File: src/rtl/pc_unit.sv
// Program counter and next-PC sequencer for the single-cycle MIPS datapath.
// Includes stall hold, a boot cycle, misaligned-target trapping and a retired counter.
module pc_unit #(
    parameter logic [31:0] RESET_VECTOR = 32'h0000_0000,
    parameter logic [31:0] TRAP_VECTOR  = 32'h0000_0080
) (
    input  logic        clk,
    input  logic        rst_n,
    input  logic        Stall,
    input  logic [31:0] PCPlus4,
    input  logic [31:0] BranchTarget,
    input  logic [31:0] JumpTarget,
    input  logic [31:0] RegTarget,
    input  logic        Branch,
    input  logic        Zero,
    input  logic        Jump,
    input  logic        JumpReg,
    input  logic        FaultAck,
    output logic [31:0] PC,
    output logic        PCValid,
    output logic        MisalignFault,
    output logic [31:0] FaultAddr,
    output logic [31:0] RetiredCount
);

    typedef enum logic [1:0] {BOOT, RUN, FAULT} state_t;

    state_t      state_q, state_d;
    logic [31:0] pc_q, pc_d;
    logic [31:0] fault_addr_q, fault_addr_d;
    logic        fault_q, fault_d;
    logic [31:0] retired_q;
    logic        retire;
    logic [31:0] selected_next;

    always_comb begin
        selected_next = PCPlus4;
        if (JumpReg)
            selected_next = RegTarget;
        else if (Jump)
            selected_next = JumpTarget;
        else if (Branch && Zero)
            selected_next = BranchTarget;
    end

    always_comb begin
        state_d      = state_q;
        pc_d         = pc_q;
        fault_d      = fault_q;
        fault_addr_d = fault_addr_q;
        retire       = 1'b0;
        case (state_q)
            BOOT: state_d = RUN;
            RUN: begin
                if (!Stall) begin
                    // Misaligned targets trap without moving the PC so the handler sees the source.
                    if (selected_next[1:0] != 2'b00) begin
                        state_d      = FAULT;
                        fault_d      = 1'b1;
                        fault_addr_d = selected_next;
                    end else begin
                        pc_d   = selected_next;
                        retire = 1'b1;
                    end
                end
            end
            FAULT: begin
                if (FaultAck) begin
                    state_d = RUN;
                    pc_d    = TRAP_VECTOR;
                    fault_d = 1'b0;
                end
            end
            default: state_d = BOOT;
        endcase
    end

    always_ff @(posedge clk or negedge rst_n) begin
        if (!rst_n) begin
            state_q      <= BOOT;
            pc_q         <= RESET_VECTOR;
            fault_q      <= 1'b0;
            fault_addr_q <= 32'h0;
            retired_q    <= 32'h0;
        end else begin
            state_q      <= state_d;
            pc_q         <= pc_d;
            fault_q      <= fault_d;
            fault_addr_q <= fault_addr_d;
            if (retire)
                retired_q <= retired_q + 32'd1;
        end
    end

    assign PC            = pc_q;
    assign PCValid       = (state_q == RUN);
    assign MisalignFault = fault_q;
    assign FaultAddr     = fault_addr_q;
    assign RetiredCount  = retired_q;

endmodule
File: config.mk
export PLATFORM = sky130hd
export DESIGN_NAME = pc_unit
export DESIGN_NICKNAME = d
export VERILOG_FILES = /design/src/rtl/pc_unit.sv
export SDC_FILE = /design/constraint.sdc
export NUM_CORES = 1
export LEC_CHECK = 0
export CAP_MARGIN = 20
export CORE_ASPECT_RATIO = 1.4
export CORE_UTILIZATION = 30
export DETAILED_ROUTE_END_ITERATION = 6
export GPL_ROUTABILITY_DRIVEN = 0
export GPL_TIMING_DRIVEN = 0
export PLACE_DENSITY = 0.71
export SKIP_CTS_REPAIR_TIMING = 1
export SLEW_MARGIN = 10
export SYNTH_ARGS = -nofsm -noshare
export SYNTH_HDL_FRONTEND = slang
export SYNTH_SLANG_ARGS = --single-unit
File: constraint.sdc
create_clock -name clk -period 4.7 [get_ports clk]
set_input_delay 0.47 -clock clk [delete_from_list [all_inputs] [get_ports clk]]
set_output_delay 0.47 -clock clk [all_outputs]
set_load 0.03 [all_outputs]
# After elaboration in Yosys (flattened, before gate mapping)
# Cells that the tools add are included.
[totals]
ff_bits = 99
[op_classes]
add_sub_neg = 1
n_eq_ne = 6
n_mux = 18
bitwise_logic = 1
reduce_logical = 8
[ops]
columns = ["operator", "n"]
rows = [
  ["two-way mux 32 bit", 6],
  ["one-hot mux 32 bit (2 select lines)", 1],
  ["adder 32 x 1 -> 32 bit, second input constant", 1],
  ["AND reduction 4 bit", 2],
  ["two-way mux 1 bit", 6],
  ["two-way mux 2 bit", 3],
  ["!= test 2 bit, second input constant", 3],
  ["one-hot mux 2 bit (3 select lines)", 1],
  ["AND reduction 3 bit", 2],
  ["nonzero test 2 bit", 2],
  ["equality test 2 x 1 -> 1 bit, second input constant", 1],
  ["equality test 2 bit, second input constant", 1],
  ["zero test 2 bit", 1],
  ["!= test 2 x 1 -> 1 bit, second input constant", 1],
  ["one-hot mux 1 bit (2 select lines)", 1],
  ["logical AND 1 bit", 1],
  ["NOT 1 bit", 1],
]

# Logic depth before layout (Yosys ltp)
[depth]
word_depth = 8
depth_mapped = 8
mapped_depth_nobuf = 5

# Worst setup path after synthesis
# No wires, ideal clock.
[synth_timing]
path_type = "input -> register"
start = "in Jump"
end = "reg retired_q[0], in the netlist RetiredCount[0]"
setup_ps = 135
arrival_time_ps = 1904
path_slack_ps = 2661
cell_stages = 7
path_cell_list = "buf_2 -> a211oi_1 -> nor4_4 -> or3_1 -> buf_4 -> buf_4 -> xnor2_1"
[synth_between]
elab_chain_cells = 6
[synth_rtl]
columns = ["item", "line_no", "text"]
rows = [
  ["from (decl)", "16", "input logic Jump,"],
  ["two-way mux 32 bit", "40", "else if (Jump)"],
  ["two-way mux 32 bit", "38", "if (JumpReg)"],
  ["nonzero test 2 bit", "57", "if (selected_next[1:0] != 2'b00) begin"],
  ["two-way mux 1 bit", "57", ""],
  ["two-way mux 1 bit", "55", "if (!Stall) begin"],
  ["two-way mux 1 bit", "52", "case (state_q)"],
  ["to (signal assigned)", "91", "retired_q <= retired_q + 32'd1;"],
  ["to (decl)", "32", "logic [31:0] retired_q;"],
]
# Every way passes these cells.
# A chain may end at the register's enable or synchronous reset.

# Final worst setup path
[layout_timing]
start = "in Branch"
end = "reg pc_q[17], in the netlist PC[17]"
[layout_between]
elab_chain_cells = 7
elab_cells_between_ends = 10
cone_classes = "1 x eq/ne; 6 x mux; 3 x reduce/logical"
[layout_rtl]
columns = ["item", "line_no", "text"]
rows = [
  ["from (decl)", "14", "input logic Branch,"],
  ["logical AND 1 bit *", "42", "else if (Branch && Zero)"],
  ["two-way mux 32 bit *", "42", ""],
  ["two-way mux 32 bit *", "40", ""],
  ["two-way mux 32 bit *", "38", ""],
  ["nonzero test 2 bit or two-way mux 32 bit (tied branches)", "57", ""],
  ["!= test 2 bit (no line) or two-way mux 32 bit (tied branches)", "n/a", ""],
  ["AND reduction 4 bit (no line) or one-hot mux 32 bit (2 select lines) (tied branches)", "n/a", ""],
  ["to (signal assigned)", "87", "pc_q <= pc_d;"],
  ["to (decl)", "29", "logic [31:0] pc_q, pc_d;"],
]
# Every way passes the cells marked *; elsewhere a longest branch is shown, timed or not. The select of a mux whose other input is x is not followed.

==> flow_results.org <==
** Run status
- The flow ran to the end, but the final reports show violations.
- The final reports fail on DRC.

** Timing
- Slew of the pin with the lowest slew margin :: 839 ps
- In the finished design, the share of the clock period the worst path needs comes to between 60% and 70%.
- Post-route minimum period :: 2850 ps
- The max-slew violation count is 0.
- Final Hold Slack :: around 94 ps
- Endpoints failing hold :: 0
- Headroom to the max-slew limit :: 43.6%
- Across the routed clock network, the largest skew measured is 9.01 ps.
- Post-layout worst setup margin :: 1850 ps
- Setup repair after global routing left no endpoint under its margin.
- Setup violations, final :: 0
- Static timing analysis puts the maximum clock frequency at 351 MHz.

** Clock network
- TritonCTS sink count :: ~100
- Clock Latency Late Sink :: 340 ps
- TritonCTS built the clock tree.
- In this run the deepest clock path goes through 2 buffers.
- In this run, CTS created clock tree buffers numbering 9.
- The clock tree synthesis step divided the H-tree into 3 levels.
- CTS root buf :: sky130_fd_sc_hd__clkbuf_16
- After clock tree synthesis, the clock-pin slew on the worst setup and hold paths is 70 ps.

** Floorplan
- IO Pins :: 234
- Total number of placement rows :: 55
- The initial utilization of the core area, before any placement, comes to 30.9%.
- Core area :: 0.0163 mm2
- Height of the die :: 155 um
- Die footprint :: 0.0173 mm2
- The die is 111 um wide.

** Critical path
- The cell family contributing the most delay on the critical path is simple AND/OR/NAND/NOR gates.
- The startpoint identified for the worst register-to-register timing path is state_q[1]$_DFFE_PN0P_.
- Cell count of the worst reg-to-reg path :: 5
- The endpoint identified for the worst register-to-register timing path is RetiredCount[25]$_DFFE_PN0P_.
- Data arrival time of the critical path :: 3100 ps
- Largest stage delay on the critical path :: about 750 ps
- Nature of the critical path startpoint :: primary input
- Capturing instance or port of the critical path :: PC[17]$_DFFE_PN0P_
- Cell Chain, Critical Path :: clkdlybuf4s50_1 -> and4bb_1 -> nor4_4 -> nor3_4 -> a21oi_4 -> buf_4 -> o2bb2ai_1
- Type of the worst setup path :: primary input to register
- In this run the worst path has a maximum fanout of 10.
- The critical path crosses 7 cells after its start point.
- STA classifies the critical path endpoint as a register.
- Timing startpoint of the critical path :: Branch
- STA puts the critical path data required time at roughly 5000 ps.
- For this design, the slowest cell found on the critical path is sky130_fd_sc_hd__nor4_4.
- Register-to-Register Setup Slack :: 2500 ps
- The critical path contains buffers and inverters numbering 2 combined.

** Drt
- Detailed routing inserted a total of 4875 vias.
- In this run, the number of DRC markers left after iteration 0 of detailed routing was 271.
- After detailed routing, the number of vias per cell comes to around 5.
- Remaining antenna violation count after routing :: 0
- For this run, design rule violations remaining after detail routing come to 12.
- Before antenna repair, the detailed router went through 6 iterations.
- Wirelength per Cell :: 18.0 um
- For this block, the routed nets add up to ~18000 um of wire.

** Final layout
- Fraction of layout instances using a drive strength above 1 :: 4.79%
- Antenna cell count :: 0
- Nets :: 905
- Count of placed standard cells in the final layout, fillers left out :: 971
- Utilization of the core after routing :: 48.8%
- P&R area growth vs syn :: 58.2%

** Power
- Maximum vdd ir drop :: between 300 and 400 uV
- Power comes to 3910 uW.
- Power spread over the standard cell area amounts to 492 mW/mm2.
- The analysis attributes to cell leakage a power of 0.00325 uW.

** Global route
- The number of antenna violations at the first check in global routing came to 0.
- Entering global routing, the biggest net connects 63 pins.
- For this run the aggregate overflow at the end of global routing stands at 0.
- The number of global-route vias before repair came to 4994.
- First-pass GRT wire length :: 27400 um
- For this run, the total global-route usage over all layers was measured as 20.5%.

** Synth
- Most common flop cell mapped by yosys :: sky130_fd_sc_hd__dfrtp_1
- Synthesized area per cell :: 9.62 um2
- Mapped Cells :: between 500 and 600
- Counting flops with an async set or reset pin after synthesis yields a share of 100%.
- Portion of the post-synthesis area used by sequential elements :: 49.2%
- Synthesis instantiated 37 different standard cells from the library.
- Number of warnings reported in the yosys synthesis log :: 0
- Synthesis inferred 99 register bits.
- Synthesized netlist net count :: between 600 and 700
- The synthesized design contains 0 enable-type register cells.
- Post-synthesis instance area :: 0.00503 mm2

** Place
- Worst Setup Slack post-DPL :: 1470 ps
- # port buffers :: 233
- Detailed placement ended at an HPWL of around 14000 um.
- In this run, placement finished with an instance count of 956.

** Hold path
- The min-delay analysis places its worst path in the category primary input to asynchronous set/reset pin.

** Job
- Number of violations of the max-capacitance limit :: 0
-- synth_stat cells (3+ instances only) --
| master | instances | area share (%) |
|---|---|---|
| sky130_fd_sc_hd__a211oi_1 | 34 | 5.1 |
| sky130_fd_sc_hd__a21oi_1 | 32 | 3.2 |
| sky130_fd_sc_hd__and3_1 | 40 | 5.0 |
| sky130_fd_sc_hd__and4_1 | 3 | 0.52 |
| sky130_fd_sc_hd__buf_2 | 8 | 0.80 |
| sky130_fd_sc_hd__buf_4 | 4 | 0.60 |
| sky130_fd_sc_hd__clkbuf_1 | 26 | 1.9 |
| sky130_fd_sc_hd__dfrtp_1 | 99 | 49 |
| sky130_fd_sc_hd__inv_1 | 4 | 0.30 |
| sky130_fd_sc_hd__nand2_1 | 48 | 3.6 |
| sky130_fd_sc_hd__nand3_1 | 31 | 3.1 |
| sky130_fd_sc_hd__nand4_1 | 10 | 1.2 |
| sky130_fd_sc_hd__nor2b_1 | 36 | 4.5 |
| sky130_fd_sc_hd__nor3_1 | 32 | 3.2 |
| sky130_fd_sc_hd__nor4_4 | 4 | 1.7 |
| sky130_fd_sc_hd__o21ai_0 | 30 | 3.0 |
| sky130_fd_sc_hd__o21ai_1 | 14 | 1.4 |
| sky130_fd_sc_hd__o2bb2ai_1 | 16 | 2.8 |
| sky130_fd_sc_hd__xnor2_1 | 30 | 5.2 |
-- where the power goes --
part | switching, uW | total [uW] | internal (uW)
logic | 1020 | 1790 | 762
registers | 183 | 1320 | 1130
clock network | 331 | 813 | 482
-- metal layers --
metal,GRT usage [%],part of all wire [%]
met5,0,0
met4,5.41,1.6
met3,3.82,5.3
met2,38.1,52
met1,24.1,41
-- cell families (layout without fill, tap and decap cells) --
group | after synthesis | after routing | synth area share (%)
fa+ha+maj | 1 | 1 | 0.249
compound gates | 131 | 131 | 16.4
xor+xnor | 31 | 31 | 5.39
simple gates | 217 | 217 | 24.8
flops | 99 | 99 | 49.2
buf+inv | 44 | 293 | 3.93
-- cell usage in the layout, fill, tap and decap left out, types with 2 or more instances in the layout --
master                            Yosys  routed
sky130_fd_sc_hd__a211oi_1            34      34
sky130_fd_sc_hd__a21oi_1             32      32
sky130_fd_sc_hd__and2_1               2       2
sky130_fd_sc_hd__and3_1              40      40
sky130_fd_sc_hd__and4_1               3       3
sky130_fd_sc_hd__and4bb_1             2       2
sky130_fd_sc_hd__buf_2                8       8
sky130_fd_sc_hd__buf_4                4       5
sky130_fd_sc_hd__bufinv_16            0       2
sky130_fd_sc_hd__clkbuf_1            26      26
sky130_fd_sc_hd__clkbuf_16            0       9
sky130_fd_sc_hd__clkdlybuf4s50_1      0     232
sky130_fd_sc_hd__dfrtp_1             99      99
sky130_fd_sc_hd__inv_1                4       4
sky130_fd_sc_hd__inv_6                0       2
sky130_fd_sc_hd__nand2_1             48      48
sky130_fd_sc_hd__nand3_1             31      31
sky130_fd_sc_hd__nand4_1             10      10
sky130_fd_sc_hd__nor2_1               2       2
sky130_fd_sc_hd__nor2b_1             36      36
sky130_fd_sc_hd__nor3_1              32      32
sky130_fd_sc_hd__nor4_1               2       2
sky130_fd_sc_hd__nor4_4               4       4
sky130_fd_sc_hd__o21ai_0             30      30
sky130_fd_sc_hd__o21ai_1             14      14
sky130_fd_sc_hd__o2bb2ai_1           16      16
sky130_fd_sc_hd__xnor2_1             30      30
-- metrics by stage --
stage	area, um2	TNS, ps
after global placement	7610	-62370
final	7960	0
after global routing	7960	0
after CTS	7960	0
after detailed placement	7640	0
after floorplan	5030	0
-- sequential cells by signal, indices dropped and copies added, names as in the netlist --
| name | cells |
|---|---|
| FaultAddr | 32 |
| MisalignFault | 1 |
| PC | 32 |
| state_q | 2 |
| RetiredCount | 32 |
-- worst min path at each step --
stage | from | to | depth (start not counted)
6_report | rst_n | RetiredCount[4]$_DFFE_PN0P_ | 1
5_1_grt | rst_n | RetiredCount[4]$_DFFE_PN0P_ | 1
4_1_cts | rst_n | RetiredCount[4]$_DFFE_PN0P_ | 1
3_5_place_dp | rst_n | RetiredCount[4]$_DFFE_PN0P_ | 1
3_3_place_gp | FaultAddr[17]$_DFFE_PN0P_ | FaultAddr[17]$_DFFE_PN0P_ | 2
2_1_floorplan | rst_n | FaultAddr[0]$_DFFE_PN0P_ | 0
-- worst register-to-register path, delay by kind of cell, from the launching register on --
kind	cells	cell delay, ps
xor+xnor	1	160
flops	1	420
simple gates	4	1510
-- final cells by class --
type	count	area, um2
fillers	1561	8350
repair buffers	234	2360
clock buffers	10	239
clock inverters	5	82.6
well taps	199	249
multi-input cells	380	2360
flip-flops and latches	99	2480
plain buffers	40	183
inverters	4	15.0
(Power assumes the default switching activity.)
